`config.mk`:
```
export PLATFORM = sky130hd
export DESIGN_NAME = elevator_controller_flat
export DESIGN_NICKNAME = d
export VERILOG_FILES = /design/src/rtl/elevator_if.sv /design/src/rtl/elevator_controller.sv /design/src/flat_wrapper.sv
export SDC_FILE = /design/constraint.sdc
export NUM_CORES = 1
export LEC_CHECK = 0
export CAP_MARGIN = 20
export CORE_MARGIN = 2
export CORE_UTILIZATION = 45
export DETAILED_ROUTE_END_ITERATION = 10
export SLEW_MARGIN = 30
export SYNTH_ARGS = -nofsm -noshare
export SYNTH_HDL_FRONTEND = slang
export SYNTH_SLANG_ARGS = --single-unit
```
`constraint.sdc`:
```
create_clock -name clk -period 3 [get_ports clk]
set_input_delay 0.45 -clock clk [delete_from_list [all_inputs] [get_ports clk]]
set_output_delay 0.45 -clock clk [all_outputs]
set_load 0.05 [all_outputs]
```
`src/rtl/elevator_if.sv`:
```
// Car-side signal bundle: request buttons in, lamps, floor and motion status out.
interface elevator_if #(
  parameter int FLOORS = 3
);
  logic [FLOORS-1:0] button;
  logic [FLOORS-1:0] led;
  logic [FLOORS-1:0] floor;
  logic              door;
  logic              moving;
  logic              dir_up;

  modport master (input button, output led, floor, door, moving, dir_up);
  modport slave  (output button, input led, floor, door, moving, dir_up);
endinterface

```
`src/rtl/elevator_controller.sv`:
```
// N-floor elevator controller: latches requests and serves them in SCAN order,
// with all timing derived from an internal tick prescaler.
//   state     | meaning
//   IDLE      | parked, door closed, waiting for a request
//   MOVING    | travelling one floor per TRAVEL_TICKS ticks
//   DOOR_OPEN | door open for DOOR_TICKS ticks after the last button at this floor
module elevator_controller #(
  parameter int FLOORS       = 3,
  parameter int TICK_DIV     = 50_000_000,
  parameter int TRAVEL_TICKS = 2,
  parameter int DOOR_TICKS   = 3
) (
  input  logic       clk,
  input  logic       rst,
  elevator_if.master bus
);

  localparam int IW = (FLOORS > 2) ? $clog2(FLOORS) : 1;
  localparam int PW = $clog2((TICK_DIV > 2) ? TICK_DIV : 2);
  localparam int TW = $clog2((TRAVEL_TICKS > 2) ? TRAVEL_TICKS : 2);
  localparam int DW = $clog2((DOOR_TICKS > 2) ? DOOR_TICKS : 2);

  localparam logic [PW-1:0] PRESC_LAST  = PW'(TICK_DIV - 1);
  localparam logic [TW-1:0] TRAVEL_LAST = TW'(TRAVEL_TICKS - 1);
  localparam logic [DW-1:0] DOOR_LAST   = DW'(DOOR_TICKS - 1);
  localparam logic [IW-1:0] TOP_IDX     = IW'(FLOORS - 1);

  typedef enum logic [1:0] {
    IDLE      = 2'd0,
    MOVING    = 2'd1,
    DOOR_OPEN = 2'd2
  } state_t;

  state_t            state;
  logic [PW-1:0]     presc;
  logic [TW-1:0]     travel_cnt;
  logic [DW-1:0]     door_cnt;
  logic [IW-1:0]     floor_idx;
  logic [FLOORS-1:0] led;
  logic              door;
  logic              moving;
  logic              dir_up;

  logic              tick;
  logic [FLOORS-1:0] cur_bit;
  logic [FLOORS-1:0] led_set;
  logic              btn_here;
  logic              at_top;
  logic              at_bot;
  logic              pref_up;
  logic              req_fwd;
  logic              req_back;
  logic              can_step;
  logic [IW-1:0]     next_idx;
  logic [FLOORS-1:0] next_bit;
  logic              arrive_req;
  logic              still_ahead;

  function automatic logic beyond(input logic [FLOORS-1:0] req,
                                  input logic [IW-1:0] pos,
                                  input logic up);
    beyond = 1'b0;
    for (int i = 0; i < FLOORS; i++) begin
      if ((up && (i > int'(pos))) || (!up && (i < int'(pos))))
        beyond = beyond | req[i];
    end
  endfunction

  always_comb begin
    tick     = (presc == PRESC_LAST);
    cur_bit  = FLOORS'(1) << floor_idx;
    // The current floor is only latched while travelling; when parked or open
    // a press there opens (or holds) the door instead.
    led_set  = led | (bus.button & ~((state != MOVING) ? cur_bit : '0));
    btn_here = |(bus.button & cur_bit);
    at_top   = (floor_idx == TOP_IDX);
    at_bot   = (floor_idx == '0);
    pref_up  = at_top ? 1'b0 : (at_bot ? 1'b1 : dir_up);
    req_fwd  = beyond(led, floor_idx, pref_up);
    req_back = beyond(led, floor_idx, ~pref_up);
    can_step = dir_up ? !at_top : !at_bot;
    next_idx = dir_up ? floor_idx + IW'(1) : floor_idx - IW'(1);
    next_bit = FLOORS'(1) << next_idx;
    // Arrival uses this cycle's presses too, so a request never gets stranded
    // at the floor the car parks on.
    arrive_req  = |(led_set & next_bit);
    still_ahead = beyond(led_set, next_idx, dir_up);
  end

  always_ff @(posedge clk) begin
    if (rst) begin
      state      <= IDLE;
      presc      <= '0;
      travel_cnt <= '0;
      door_cnt   <= '0;
      floor_idx  <= '0;
      led        <= '0;
      door       <= 1'b0;
      moving     <= 1'b0;
      dir_up     <= 1'b1;
    end else begin
      presc <= tick ? '0 : presc + PW'(1);
      led   <= led_set;
      case (state)
        IDLE: begin
          if (btn_here) begin
            state    <= DOOR_OPEN;
            door     <= 1'b1;
            door_cnt <= '0;
          end else if (req_fwd || req_back) begin
            state      <= MOVING;
            moving     <= 1'b1;
            dir_up     <= req_fwd ? pref_up : ~pref_up;
            travel_cnt <= '0;
          end
        end
        MOVING: begin
          if (tick) begin
            if (travel_cnt != TRAVEL_LAST) begin
              travel_cnt <= travel_cnt + TW'(1);
            end else begin
              travel_cnt <= '0;
              if (!can_step) begin
                state  <= IDLE;
                moving <= 1'b0;
              end else begin
                floor_idx <= next_idx;
                if (arrive_req) begin
                  led      <= led_set & ~next_bit;
                  state    <= DOOR_OPEN;
                  moving   <= 1'b0;
                  door     <= 1'b1;
                  door_cnt <= '0;
                end else if (!still_ahead) begin
                  state  <= IDLE;
                  moving <= 1'b0;
                end
              end
            end
          end
        end
        DOOR_OPEN: begin
          if (btn_here) begin
            door_cnt <= '0;
          end else if (tick) begin
            if (door_cnt == DOOR_LAST) begin
              door_cnt <= '0;
              door     <= 1'b0;
              state    <= IDLE;
            end else begin
              door_cnt <= door_cnt + DW'(1);
            end
          end
        end
        default: begin
          state  <= IDLE;
          door   <= 1'b0;
          moving <= 1'b0;
        end
      endcase
    end
  end

  assign bus.led    = led;
  assign bus.floor  = cur_bit;
  assign bus.door   = door;
  assign bus.moving = moving;
  assign bus.dir_up = dir_up;

endmodule

```
`src/flat_wrapper.sv`:
```
// flat-port wrapper written by rule: the top's interface ports become plain ports
module elevator_controller_flat 
#(
  parameter int FLOORS       = 3,
  parameter int TICK_DIV     = 50_000_000,
  parameter int TRAVEL_TICKS = 2,
  parameter int DOOR_TICKS   = 3
)
  (clk, rst, bus_button, bus_led, bus_floor, bus_door, bus_moving, bus_dir_up);
  elevator_if #(.FLOORS(FLOORS)) bus_i ();
  input  logic clk;
  input  logic rst;
  input wire logic [$bits(bus_i.button)-1:0] bus_button;
  output wire logic [$bits(bus_i.led)-1:0] bus_led;
  output wire logic [$bits(bus_i.floor)-1:0] bus_floor;
  output wire logic [$bits(bus_i.door)-1:0] bus_door;
  output wire logic [$bits(bus_i.moving)-1:0] bus_moving;
  output wire logic [$bits(bus_i.dir_up)-1:0] bus_dir_up;
  assign bus_i.button = bus_button;
  assign bus_led = bus_i.led;
  assign bus_floor = bus_i.floor;
  assign bus_door = bus_i.door;
  assign bus_moving = bus_i.moving;
  assign bus_dir_up = bus_i.dir_up;
  elevator_controller #(.FLOORS(FLOORS), .TICK_DIV(TICK_DIV), .TRAVEL_TICKS(TRAVEL_TICKS), .DOOR_TICKS(DOOR_TICKS)) u_core (.clk(clk), .rst(rst), .bus(bus_i));
endmodule
```
==> reports/results.ini, run 1 <==
[grt]
grtUsageMet3_pct = 5.39
grt_overflow_total = 0
grt_max_degree = 27
grt_pass1_wl_mm = 7.65
busiest_layer = met2
globalRouteMet1Util_pct = 26.1
grt_pass1_vias = 1603
antenna_found_initial = 0
use_met2_pct = 26.9
grt_use_total_pct = 18.6

[yosys]
yosys_warnings = 0
synth_cells = 251
synth_top_area_share_pct = 36.3
synth_cell_type_count = 53
avgSynthCellArea_sq_um = 8.57
synth_seq_cells = 39
syn_area_sq_um = 2150
synth_commonest_cells = nor2_1, dfxtp_1, nand2_1
synthTopCellsByArea = dfxtp_1, nor2_1, xnor2_1, ha_1, nand2_1
syn_nets = 262
synthArstFlopShare_pct = 0
yosysTopAreaCell = dfxtp_1
ys.flop_type = dfxtp_1
yosysMostFrequentCell = nor2_1
yosysSeqAreaShare_pct = 36.3
synth_edf_count = 0

[cts]
cts-htree-levels = 2
cts_hold_buf = 0
clk_path_buf_depth = 2
cts.clk_slew.worst_paths_ps = 70
cts_resized = 0
cts_setup_buffers = 0
cts_tree = built
root_buffer = clkbuf_8
cts_buffers = 5
clock_latency_ps = 300
numClockSinks = 39

[cells_and_area]
syn2layout_area_growth_pct = 11.3
fin_cells = 319
nNetsFinal = 275
final_util_pct = 51.4
antennaDiodeCount = 0
n_fill_cell = 444
drive_gt1_share_pct = 7.17
final_area_sq_um = 2390

[placed_design]
placedInstanceArea_sq_um = 2310
port_buffers = 13
dp.cells = 311
gp_congestion = 0.917
dp_hpwl_mm = 3.23

[worst_setup_path]
cp_max_fo = 9
worstSetupPathType = flop to output port
critPathMaxStageDelay_ps = 840
cp-start-kind = flop
crit_path_end_kind = output port
cp.arrival_ps = 2040
crit_required_ps = 2550
crit_buf_inv = 2
slowest_stage = clkdlybuf4s50_1
cp_top_family = buffers and inverters
crit_chain = inv_1 -> ha_1 -> clkdlybuf4s50_1

[drt]
drtAntennaViolNets = 0
firstDrtPassIters = 5
wl_per_cell_um = 13.8
drtIter0Drc = 106
vias_per_cell = 5.62
vias = 1794
drt-total-wl_mm = 4.41
remaining_drc_errors = 0

[pwr]
powerDensity_nw_per_um2 = 458
ir_drop_uv = 260
p_total_mw = 1.10
p_leak_nw = 0.801

[sta]
layout_worst_path_cycle_share_pct = 83.1
drv_slew = 0
tns_ps = 0
timing.fmax_ghz = 0.401
period_minus_slack_ps = 2490
tightestPinTransition_ps = 671
skew_ps = 7.72
slew_headroom_pct = 55.1
grt_setup_unrepaired = no
final_hold_viol_count = 0
setup_viol = 0

[floorplanning]
core_sq_um = 4660
start_util_pct = 46.1
boundaryPins = 14
die_h_um = 73.1
die_area_sq_um = 5350
chipWidth_um = 73.1
rows = 25

[worst_hold_path]
hold_class = flop to flop

[flow_run]
maxCapViolCount = 0

[status]
status = completed

==> stage by stage <==
step | setup WS (ps) | hold WS, ps
3_5_place_dp | 535 | 451
2_1_floorplan | 550 | 426
4_1_cts | 510 | 468
5_1_grt | 322 | 487
3_3_place_gp | 576 | 448
6_report | 506 | 463
==> cell usage in the layout, fill, tap and decap left out, types with 3 or more instances in the layout <==
master	instances
a2111oi_0	3
clkdlybuf4s50_1	13
clkbuf_8	5
nand2_1	19
o21ai_0	9
dfxtp_1	39
nor2_1	41
a31oi_1	6
and4_1	3
nor3_1	5
nand3_1	6
nor2b_1	5
xnor2_1	16
mux2i_1	5
ha_1	6
nand4_2	3
or3_1	4
xor2_1	7
inv_1	12
nand4_1	4
nor4_1	6
a21oi_1	8
nand2b_1	4
==> layout make-up <==
class                           count  area (sq um)  area share, %
Clock buffer                        7          76.3           3.19
Clock inverter                      1          5.00          0.209
Tap cell                           54          67.6           2.82
Timing Repair Buffer               14           138           5.75
Sequential cell                    39           781           32.6
Inverter                           12          45.0           1.88
Multi-Input combinational cell    192          1280           53.5
==> registers in the layout (all words and copies together) (netlist names) <==
register and flops:
u_core.bus.moving 1, u_core.door_cnt 2, u_core.state 2, u_core.floor_idx 2, u_core.travel_cnt 1, u_core.presc 26
u_core.bus.door 1, u_core.bus.dir_up 1, u_core.bus.led 3
==> power breakdown <==
group	total, mW	internal [mW]	switching [mW]
clock network	0.346	0.163	0.182
logic	0.183	0.0706	0.113
registers	0.566	0.539	0.0274
==> cell families after synthesis <==
family,count (synthesis),synth area share (%)
AO/OA/AOI/OAI,45,14.5
XOR/XNOR,23,9.37
adder cells (fa/ha/maj),6,3.49
buffers and inverters,20,4.48
flip-flops,39,36.3
multiplexers,5,2.33
AND/OR/NAND/NOR,113,29.5
==> final timing paths <==
check / from / endpoint / slack, ps / cells past startpoint
max reg2reg: u_core.floor_idx[0] / u_core.bus.moving / 510 / 7
min: u_core.presc[0] / u_core.presc[0] / 460 / 1
min reg2reg: u_core.presc[0] / u_core.presc[0] / 460 / 1
max: u_core.floor_idx[0] / bus_floor[0] / 510 / 3
==> routing by layer <==
metal / part of all wire, % / up-vias
met5: 0 / -
met4: 1.6 / 0
met3: 2.9 / 7
met2: 43 / 22
met1: 52 / 839
li1: - / 926
No activity file was read; power rests on OpenSTA's default activity.
==> run 2, diff against run 1 <==
PLACE_DENSITY = 0.66   (was unset)
clock period = 2.1 ns   (was 3 ns; I/O delays follow)
==> reports/results.ini, run 2 (synthesis gave the netlist of run 1 again) <==
[drt]
firstDrtPassIters = 4  ; -1
drtIter0Drc = 176  ; +66%
vias = 1826  ; +1.8%
drt-total-wl_mm = 4.42  ; +0.30%
drtAntennaViolNets = 0  ; unchanged
remaining_drc_errors = 0  ; unchanged
wl_per_cell_um = 13.3  ; -3.6%
vias_per_cell = 5.50  ; -2.2%

[floorplanning]
die_h_um = 73.1  ; unchanged
core_sq_um = 4660  ; unchanged
die_area_sq_um = 5350  ; unchanged
chipWidth_um = 73.1  ; unchanged
start_util_pct = 46.1  ; unchanged
boundaryPins = 14  ; unchanged
rows = 25  ; unchanged

[worst_setup_path]
rrSetupSlack_ps = 100  ; -400 ps
cp-start-kind = flop
reg2regPathDepth = 7  ; unchanged
crit_chain = inv_2 -> ha_2 -> xnor2_2 -> a2111oi_0 -> a211o_1 -> a311oi_2 -> o221a_1
critPathMaxStageDelay_ps = 410  ; -430 ps
crit_required_ps = 2300  ; -250 ps
crit_path_end_kind = flop
cp.arrival_ps = 2190  ; +150 ps
worstSetupPathType = flop to flop
rr_endpoint = u_core.bus.moving
slowest_stage = a2111oi_0
r2r-start = u_core.floor_idx[0]
cp_max_fo = 6  ; -3

[cells_and_area]
final_area_sq_um = 2570  ; +7.4%
drive_gt1_share_pct = 17.3  ; +10 points
largest_register = u_core.presc
antennaDiodeCount = 0  ; unchanged
mostFrequentLayoutCells = nor2_1, dfxtp_1, nand2_1
final-seq-area_sq_um = 786  ; +0.64%
final_util_pct = 55.1  ; +3.8 points
nNetsFinal = 288  ; +4.7%
top_regs = u_core.presc (26), u_core.bus.led (3)
largest_reg_flops = 26  ; unchanged
final_common_cell = nor2_1
n_fill_cell = 428  ; -3.6%
multiInputGateArea_sq_um = 1330  ; +3.4%
syn2layout_area_growth_pct = 19.5

[placed_design]
gp_congestion = 0.917  ; about the same
placedInstanceArea_sq_um = 2430  ; +5.0%
port_buffers = 13  ; unchanged
dp_hpwl_mm = 3.19  ; -1.1%
place_ws_ps = 50.2  ; -485 ps

[sta]
tns_ps = 0  ; unchanged
layout_worst_path_cycle_share_pct = 95.1
setup_viol = 0  ; unchanged
tightestPinTransition_ps = 500  ; -171 ps
final_hold_viol_count = 0  ; unchanged
skew_ps = 5.06  ; -2.66 ps
hold_ws_ps = 458  ; -5.57 ps
drv_slew = 0  ; unchanged
timing.fmax_ghz = 0.501
period_minus_slack_ps = 2000
setup_ws_ps = 103  ; -402 ps
grt_setup_unrepaired = no
slew_headroom_pct = 66.6  ; +11 points

[cts]
numClockSinks = 39  ; unchanged
clock_latency_ps = 300  ; about the same
root_buffer = clkbuf_8
cts.clk_slew.worst_paths_ps = 80  ; about the same
cts-htree-levels = 2  ; unchanged
cts_tree = built
cts_buffers = 5  ; unchanged
clk_path_buf_depth = 2  ; unchanged

[flow_run]
maxCapViolCount = 0  ; unchanged

[grt]
antenna_found_initial = 0  ; unchanged
grt_overflow_total = 0  ; unchanged
grt_use_total_pct = 17.6  ; -1.1 points
grt_max_degree = 15  ; -44%
grt_pass1_vias = 1674  ; +4.4%
grt_pass1_wl_mm = 7.37  ; -3.7%

[worst_hold_path]
holdPathEnd = u_core.presc[0]
min-delay-start = u_core.presc[0]
hold_class = flop to flop
holdPathStages = 1  ; unchanged

[pwr]
p_leak_nw = 0.898  ; +12%
powerDensity_nw_per_um2 = 681  ; +49%
ir_drop_uv = 370  ; +42%

[status]
status = completed

-- run 2: report_power, final --
group / internal [mW] / total (mW) / switching, mW
logic: 0.124 / 0.300 / 0.176
clock network: 0.360 / 0.651 / 0.291
registers: 0.768 / 0.800 / 0.0319
-- run 2: what timing repair did --
action	4_1_cts	5_1_grt
buffers inserted	0	0
setup endpoints to repair	0	6
hold buffers	0	0
gates resized for setup	0	5
-- run 2: worst max-delay path, delay by kind of cell (launching register included) --
family | cells | cell delay, ps
xor gates and xnor gates | 1 | 170
adders and majority gates | 1 | 340
DFF | 1 | 350
AOI/OAI and AO/OA | 4 | 930
buffers and inverters | 1 | 90
-- run 2: layer usage --
| layer | vias up | GRT usage (%) | wire length [um] |
|---|---|---|---|
| li1 | 941 | - | - |
| met1 | 846 | 23.1 | 2150 |
| met2 | 32 | 27.8 | 2020 |
| met3 | 7 | 3.87 | 172 |
| met4 | 0 | 7.00 | 74 |
| met5 | - | 0 | 0 |
-- run 2: layout make-up --
| class | count | share of cell area, % |
|---|---|---|
| repair buffers | 27 | 8.96 |
| inverters | 12 | 1.75 |
| well taps | 54 | 2.63 |
| clock buffers | 5 | 2.68 |
| clock inverters | 3 | 1.85 |
| multi-input cells | 192 | 51.6 |
| flip-flops and latches | 39 | 30.6 |
-- run 2: worst max-delay path by stage --
stage | startpoint | end | slack (ps) | cells after the start
floorplan | u_core.floor_idx[0] | u_core.bus.door | 20 | 6
global placement | bus_button[0] | u_core.bus.door | 80 | 6
detailed placement | bus_button[0] | u_core.bus.door | 50 | 6
CTS | u_core.floor_idx[0] | u_core.door_cnt[0] | 40 | 7
global route | u_core.floor_idx[1] | u_core.state[1] | 2 | 7
finish | u_core.floor_idx[0] | u_core.bus.moving | 100 | 7
-- run 2: per-stage QoR --
| step | std cells | power [mW] |
|---|---|---|
| finish | 332 | 1.75 |
| global route | 332 | 1.82 |
| global placement | 324 | 1.11 |
| floorplan | 251 | 1.02 |
| detailed placement | 324 | 1.11 |
| CTS | 332 | 1.76 |
